### config.mk
export PLATFORM = sky130hd
export DESIGN_NAME = counter_b32_ctrl
export DESIGN_NICKNAME = d
export VERILOG_FILES = /design/src/rtl/counter_b32_ctrl_pkg.sv /design/src/rtl/ctrl_run_timer.sv /design/src/rtl/counter_b32_ctrl.sv
export SDC_FILE = /design/constraint.sdc
export NUM_CORES = 1
export LEC_CHECK = 0
export BUFFER_PORTS_ARGS = -buffer_cell sky130_fd_sc_hd__buf_2
export CAP_MARGIN = 20
export CORE_MARGIN = 8
export CORE_UTILIZATION = 44
export DETAILED_ROUTE_END_ITERATION = 8
export PLACE_DENSITY = 0.74
export SYNTH_ARGS = -nofsm -noshare
export SYNTH_HDL_FRONTEND = slang
export SYNTH_SLANG_ARGS = --single-unit
### constraint.sdc
create_clock -name ctrl_clk -period 3.25 [get_ports ctrl_clk]
set_input_delay 0.325 -clock ctrl_clk [delete_from_list [all_inputs] [get_ports ctrl_clk]]
set_output_delay 0.325 -clock ctrl_clk [all_outputs]
set_load 0.005 [all_outputs]
### src/rtl/counter_b32_ctrl_pkg.sv
// Shared definitions for the counter_b32 command sequencer: counter mode
// encodings and FSM state encodings (also used by the bench monitor).
package counter_b32_ctrl_pkg;

  typedef enum logic [1:0] {
    MODE_UP  = 2'b00,
    MODE_DN  = 2'b01,
    MODE_DN3 = 2'b10,
    MODE_LD  = 2'b11
  } cnt_mode_t;

  typedef enum logic [2:0] {
    ST_IDLE   = 3'd0,
    ST_LOAD   = 3'd1,
    ST_RUN    = 3'd2,
    ST_SETTLE = 3'd3,
    ST_RESP   = 3'd4
  } ctrl_state_t;

  // States in which the counter is enabled and rco pulses are counted.
  function automatic logic drives_counter(input ctrl_state_t st);
    return (st == ST_LOAD) || (st == ST_RUN);
  endfunction

endpackage

### src/rtl/ctrl_run_timer.sv
// Loadable down-counter that times the RUN phase; zero marks the final cycle.
module ctrl_run_timer #(
  parameter int LEN_W = 16
) (
  input  logic             clk,
  input  logic             rst,
  input  logic             load,
  input  logic [LEN_W-1:0] load_val,
  input  logic             dec,
  output logic             zero
);

  logic [LEN_W-1:0] count_reg;

  always_ff @(posedge clk or posedge rst) begin
    if (rst) begin
      count_reg <= '0;
    end else if (load) begin
      count_reg <= load_val;
    end else if (dec && (count_reg != '0)) begin
      count_reg <= count_reg - 1'b1;
    end
  end

  assign zero = (count_reg == '0);

endmodule

### src/rtl/counter_b32_ctrl.sv
// Command sequencer in front of counter_b32: runs one load/count command at a
// time and returns the final count plus a saturating rco tally.
module counter_b32_ctrl
  import counter_b32_ctrl_pkg::*;
#(
  parameter int LEN_W = 16,
  parameter int RCO_W = 8
) (
  input  logic             ctrl_clk,
  input  logic             ctrl_reset,
  input  logic             cmd_valid,
  output logic             cmd_ready,
  input  logic [1:0]       cmd_mode,
  input  logic [31:0]      cmd_data,
  input  logic [LEN_W-1:0] cmd_len,
  input  logic             cmd_abort,
  output logic             cnt_enable,
  output logic [1:0]       cnt_mode,
  output logic [31:0]      cnt_D,
  input  logic [31:0]      cnt_Q,
  input  logic             cnt_rco,
  output logic             rsp_valid,
  input  logic             rsp_ready,
  output logic [31:0]      rsp_value,
  output logic [RCO_W-1:0] rsp_rco_cnt,
  output logic             rsp_aborted,
  output logic             busy
);

  ctrl_state_t      state_reg, state_next;
  logic [1:0]       mode_reg, mode_next;
  logic [31:0]      data_reg, data_next;
  logic [RCO_W-1:0] rco_cnt_reg, rco_cnt_next;
  logic             aborted_reg, aborted_next;

  logic             cmd_ready_reg, cmd_ready_next;
  logic             busy_reg, busy_next;
  logic             cnt_enable_reg, cnt_enable_next;
  logic [1:0]       cnt_mode_reg, cnt_mode_next;
  logic [31:0]      cnt_d_reg, cnt_d_next;
  logic             rsp_valid_reg, rsp_valid_next;
  logic [31:0]      rsp_value_reg, rsp_value_next;
  logic [RCO_W-1:0] rsp_rco_cnt_reg, rsp_rco_cnt_next;
  logic             rsp_aborted_reg, rsp_aborted_next;

  logic             timer_load;
  logic [LEN_W-1:0] timer_load_val;
  logic             timer_dec;
  logic             timer_zero;
  logic             accept;

  ctrl_run_timer #(
    .LEN_W (LEN_W)
  ) u_run_timer (
    .clk      (ctrl_clk),
    .rst      (ctrl_reset),
    .load     (timer_load),
    .load_val (timer_load_val),
    .dec      (timer_dec),
    .zero     (timer_zero)
  );

  assign accept = (state_reg == ST_IDLE) && cmd_valid && cmd_ready_reg;

  always_comb begin
    state_next       = state_reg;
    mode_next        = mode_reg;
    data_next        = data_reg;
    rco_cnt_next     = rco_cnt_reg;
    aborted_next     = aborted_reg;
    rsp_valid_next   = rsp_valid_reg;
    rsp_value_next   = rsp_value_reg;
    rsp_rco_cnt_next = rsp_rco_cnt_reg;
    rsp_aborted_next = rsp_aborted_reg;
    timer_load       = 1'b0;
    // Preload len-1 so the zero flag marks the last enabled cycle.
    timer_load_val   = cmd_len - 1'b1;
    timer_dec        = 1'b0;

    case (state_reg)
      ST_IDLE: begin
        if (accept) begin
          mode_next    = cmd_mode;
          data_next    = cmd_data;
          rco_cnt_next = '0;
          aborted_next = 1'b0;
          if (cmd_mode == MODE_LD) begin
            state_next = ST_LOAD;
          end else if (cmd_len != '0) begin
            state_next = ST_RUN;
            timer_load = 1'b1;
          end else begin
            state_next = ST_SETTLE;
          end
        end
      end
      ST_LOAD: begin
        state_next = ST_SETTLE;
      end
      ST_RUN: begin
        if (cmd_abort) begin
          aborted_next = 1'b1;
          state_next   = ST_SETTLE;
        end else if (timer_zero) begin
          state_next = ST_SETTLE;
        end else begin
          timer_dec = 1'b1;
        end
      end
      ST_SETTLE: begin
        state_next       = ST_RESP;
        rsp_valid_next   = 1'b1;
        rsp_value_next   = cnt_Q;
        rsp_rco_cnt_next = rco_cnt_reg;
        rsp_aborted_next = aborted_reg;
      end
      ST_RESP: begin
        if (rsp_ready) begin
          rsp_valid_next = 1'b0;
          state_next     = ST_IDLE;
        end
      end
      default: begin
        state_next = ST_IDLE;
      end
    endcase

    if (drives_counter(state_reg) && cnt_rco && (rco_cnt_reg != '1)) begin
      rco_cnt_next = rco_cnt_reg + 1'b1;
    end
  end

  // Counter-facing and handshake outputs are decoded from the next state so
  // they change on the same edge as the state register.
  always_comb begin
    cmd_ready_next  = (state_next == ST_IDLE);
    busy_next       = (state_next != ST_IDLE);
    cnt_enable_next = drives_counter(state_next);
    cnt_mode_next   = cnt_mode_reg;
    cnt_d_next      = '0;
    if (state_next == ST_LOAD) begin
      cnt_mode_next = MODE_LD;
      cnt_d_next    = data_next;
    end else if (state_next == ST_RUN) begin
      cnt_mode_next = mode_next;
    end
  end

  always_ff @(posedge ctrl_clk or posedge ctrl_reset) begin
    if (ctrl_reset) begin
      state_reg       <= ST_IDLE;
      mode_reg        <= '0;
      data_reg        <= '0;
      rco_cnt_reg     <= '0;
      aborted_reg     <= 1'b0;
      cmd_ready_reg   <= 1'b0;
      busy_reg        <= 1'b0;
      cnt_enable_reg  <= 1'b0;
      cnt_mode_reg    <= '0;
      cnt_d_reg       <= '0;
      rsp_valid_reg   <= 1'b0;
      rsp_value_reg   <= '0;
      rsp_rco_cnt_reg <= '0;
      rsp_aborted_reg <= 1'b0;
    end else begin
      state_reg       <= state_next;
      mode_reg        <= mode_next;
      data_reg        <= data_next;
      rco_cnt_reg     <= rco_cnt_next;
      aborted_reg     <= aborted_next;
      cmd_ready_reg   <= cmd_ready_next;
      busy_reg        <= busy_next;
      cnt_enable_reg  <= cnt_enable_next;
      cnt_mode_reg    <= cnt_mode_next;
      cnt_d_reg       <= cnt_d_next;
      rsp_valid_reg   <= rsp_valid_next;
      rsp_value_reg   <= rsp_value_next;
      rsp_rco_cnt_reg <= rsp_rco_cnt_next;
      rsp_aborted_reg <= rsp_aborted_next;
    end
  end

  assign cmd_ready   = cmd_ready_reg;
  assign busy        = busy_reg;
  assign cnt_enable  = cnt_enable_reg;
  assign cnt_mode    = cnt_mode_reg;
  assign cnt_D       = cnt_d_reg;
  assign rsp_valid   = rsp_valid_reg;
  assign rsp_value   = rsp_value_reg;
  assign rsp_rco_cnt = rsp_rco_cnt_reg;
  assign rsp_aborted = rsp_aborted_reg;

endmodule
==> results.py <==
metrics = {
    "run_status": {
        "status": "finished clean",
    },
    "detailed_routing": {
        "firstDrtPassIters": 4,
        "antenna_left": 0,
        "vias": 3669,
        "drc_errors": 0,
        "viasPerCell": 5.12,
        "drt_iter0_markers": 203,
        "wirelength_um": 11900,
        "avgRoutedWirePerCell_um": 16.7,
    },
    "place": {
        "pre_cts_ws_ns": 0.0455,
        "dp_hpwl_um": 9020,
        "dpl.cell_count": 697,
        "place_congestion": 0.866,
        "port_buffers": 166,
        "placed_cell_area_um2": 5730,
    },
    "timing": {
        "finalWorstSetupSlack_ns": 0.218,
        "drv_slew": 0,
        "finalSetupTns_ns": 0,
        "fmax_ghz": 0.330,
        "skew_ns": 0.00739,
        "period_share_pct": 93.3,
        "setup_viol": 0,
        "fin_crit_ns": 3.03,
        "hold_violations": 0,
        "slew_headroom_pct": 53.0,
        "worstMarginPinSlew_ns": 0.700,
    },
    "die": {
        "floorplan.initialDensity_pct": 45.4,
        "dieArea_um2": 14200,
        "core_um2": 10300,
        "die_y_um": 119,
        "die_width_um": 119,
        "io_pins": 167,
        "rows": 37,
    },
    "critical_path": {
        "end_kind": "flip-flop",
        "r2r-end": "u_run_timer.count_reg[14]$_DFFE_PP0P_",
        "r2r_setup_slack_ns": 0.22,
        "crit_required_ns": 3.49,
        "r2r-start": "state_reg[1]$_DFF_PP0_",
        "worst-path-max-fanout": 6,
        "arrival_ns": 3.27,
        "critPathLaunchType": "flip-flop",
        "rr_worst_depth": 11,
        "critPathKind": "reg -> reg",
    },
    "power_and_ir_drop": {
        "power.share.sequential_pct": 46.7,
        "p_int_w": 0.00297,
        "p_total_w": 0.00450,
        "pwr-share-clk_pct": 18.8,
        "power.switching_w": 0.00153,
        "p_sw_share_pct": 34.0,
        "p_leak_nw": 2.94,
        "power.density_nw_per_um2": 751,
        "p_comb_share_pct": 34.5,
        "vdd_drop_max_mv": 0.317,
    },
    "yosys": {
        "synth_area_um2": 4690,
        "yosys-mux-area-fraction_pct": 12.1,
        "synth-main-ff-cell": "dfrtp_1",
        "synth_fa_ha_area_share_pct": 0.534,
        "syn_inst": 398,
        "synth_top_family_by_area": "simple AND/OR/NAND/NOR gates",
        "ys_types": 45,
        "synth_compound_area_share_pct": 6.22,
        "synth_warnings": 0,
        "synthArstFlopShare_pct": 100,
        "syn_area_per_cell_um2": 11.8,
        "yosysTopAreaCell": "dfrtp_1",
        "synth_top_area_share_pct": 58.2,
        "yosysSeqAreaShare_pct": 58.2,
        "synth-seq-cells": 109,
        "synth_nets": 488,
        "synth_edf_count": 0,
        "synth-simple-area-share_pct": 17.0,
        "yosys.area_share.xor_xnor_pct": 4.49,
        "synthTopCellsByArea": "dfrtp_1, mux2_2, and2_1, nor2_1, xnor2_1",
    },
    "clocking": {
        "h-tree-depth": 3,
        "clock-sinks": 109,
        "numCtsBuffers": 9,
        "cts_tree": "built",
        "cts_root_buf": "clkbuf_8",
        "clkLatencyLatePin_ns": 0.36,
        "clk_pin_slew_ns": 0.11,
        "clockBufferDepth": 2,
    },
    "final_layout": {
        "final_cell_area_um2": 5990,
        "final_nets": 666,
        "drive_gt1_share_pct": 43.6,
        "area_delta_synth_final_pct": 27.9,
        "instances_no_fill": 716,
        "num_antenna_cells": 0,
        "fillers": 894,
    },
    "min_path": {
        "hold_end": "cnt_D[4]$_DFF_PP0_",
        "min_from": "cmd_data[4]",
        "hp-class": "in -> reg",
        "hold_depth": 2,
    },
    "grt": {
        "overflow": 0,
        "grt_pass1_vias": 3845,
        "antenna_found_initial": 0,
        "grt_pass1_wl_um": 19600,
        "grt_max_degree": 105,
        "grt_usage_pct": 16.8,
    },
    "job": {
        "cap_violations": 0,
    },
}
## cells by family (layout without fill, tap and decap cells)
logic type | after synthesis | in the layout
flip-flops | 109 | 109
XOR/XNOR | 24 | 24
buffers and inverters | 16 | 198
multiplexers | 51 | 51
adder cells (fa/ha/maj) | 2 | 2
AO/OA/AOI/OAI | 49 | 49
AND/OR/NAND/NOR | 147 | 147
## cell usage after synthesis (2+ instances only)
cell,n
a31oi_1,2
o21ai_0,19
a21oi_1,14
or4_1,6
mux2_2,44
xor2_1,11
dfrtp_1,109
nand2b_1,3
xnor2_1,13
nand3_1,8
clkbuf_1,10
or2_2,3
ha_1,2
nand2_1,25
nor3_1,14
nor2_1,31
inv_1,3
and3_1,3
mux2i_1,7
and2_1,32
or3_1,5
o22ai_1,3
o31ai_1,2
nor4_1,8
## worst max path at each step
stage | to | slack [ns] | cells after the start | from
floorplan | aborted_reg$_DFFE_PP0P_ | 0.05 | 1 | ctrl_reset
global placement | u_run_timer.count_reg[10]$_DFFE_PP0P_ | 0.17 | 12 | cmd_len[3]
detailed placement | u_run_timer.count_reg[10]$_DFFE_PP0P_ | 0.05 | 12 | cmd_len[3]
CTS | u_run_timer.count_reg[14]$_DFFE_PP0P_ | 0.15 | 11 | state_reg[1]$_DFF_PP0_
global route | u_run_timer.count_reg[14]$_DFFE_PP0P_ | -0.006 | 11 | state_reg[1]$_DFF_PP0_
finish | u_run_timer.count_reg[14]$_DFFE_PP0P_ | 0.22 | 11 | state_reg[1]$_DFF_PP0_
## layer usage
layer  routed length, um  GRT usage [%]  up-vias
li1                    -              -     1748
met1                4680           19.1     1788
met2                6190           29.2      125
met3                 976           5.57        8
met4                  91           5.06        0
met5                   0              0        -
## worst max-delay path: stages, from the launching register on
cell      delay [ns]
dfrtp_1         0.48
nor4b_4         0.35
nand3_2         0.24
a21oi_4         0.23
mux2i_1         0.25
ha_1            0.21
inv_1           0.09
nor3_2          0.17
mux2i_1         0.15
or4_1           0.54
nand3_1         0.13
o221ai_2        0.09
## per-stage QoR
step	hold WS, ns	utilization [%]
global placement	0.208	55.5
CTS	0.137	57.6
finish	0.161	58.1
detailed placement	0.214	55.5
global route	0.141	58.1
floorplan	0.454	-
## area by class of cell
type / count / area, um^2 / area share, %
Timing Repair Buffer: 180 / 963 / 16.1
Inverter: 3 / 13.8 / 0.230
Multi-Input combinational cell: 273 / 1920 / 32.0
Tap cell: 136 / 170 / 2.84
Clock inverter: 6 / 80.1 / 1.34
Sequential cell: 109 / 2730 / 45.5
Clock buffer: 9 / 124 / 2.07
## power by group through the flow
stage | registers, W | clock network (W) | logic [W]
after CTS | 0.00210 | 0.000879 | 0.00156
final | 0.00210 | 0.000846 | 0.00155
after global routing | 0.00216 | 0.000931 | 0.00174
after detailed placement | 0.00212 | 0 | 0.00155
after global placement | 0.00209 | 0 | 0.00150
after floorplan | 0.00209 | 0 | 0.000932
## cell usage in the layout, fill, tap and decap left out, drive strengths merged, types with 4 or more instances in the layout
| master | count |
|---|---|
| buf | 179 |
| dfrtp | 109 |
| mux2 | 44 |
| xor2 | 11 |
| clkbuf | 9 |
| nand2 | 26 |
| or4 | 7 |
| nor3 | 14 |
| xnor2 | 13 |
| nor2 | 31 |
| inv | 6 |
| a21oi | 15 |
| or2 | 4 |
| or3 | 5 |
| nor4 | 9 |
| mux2i | 7 |
| o21ai | 21 |
| nand3 | 9 |
| and2 | 32 |
## what timing repair did
item	4_1_cts	5_1_grt
endpoints found under the hold margin	5	0
hold buffers	1	0
endpoints found under the setup margin	0	4
gates resized for setup	0	2
buffers inserted	0	2
Power figures use the tool's default switching activity.
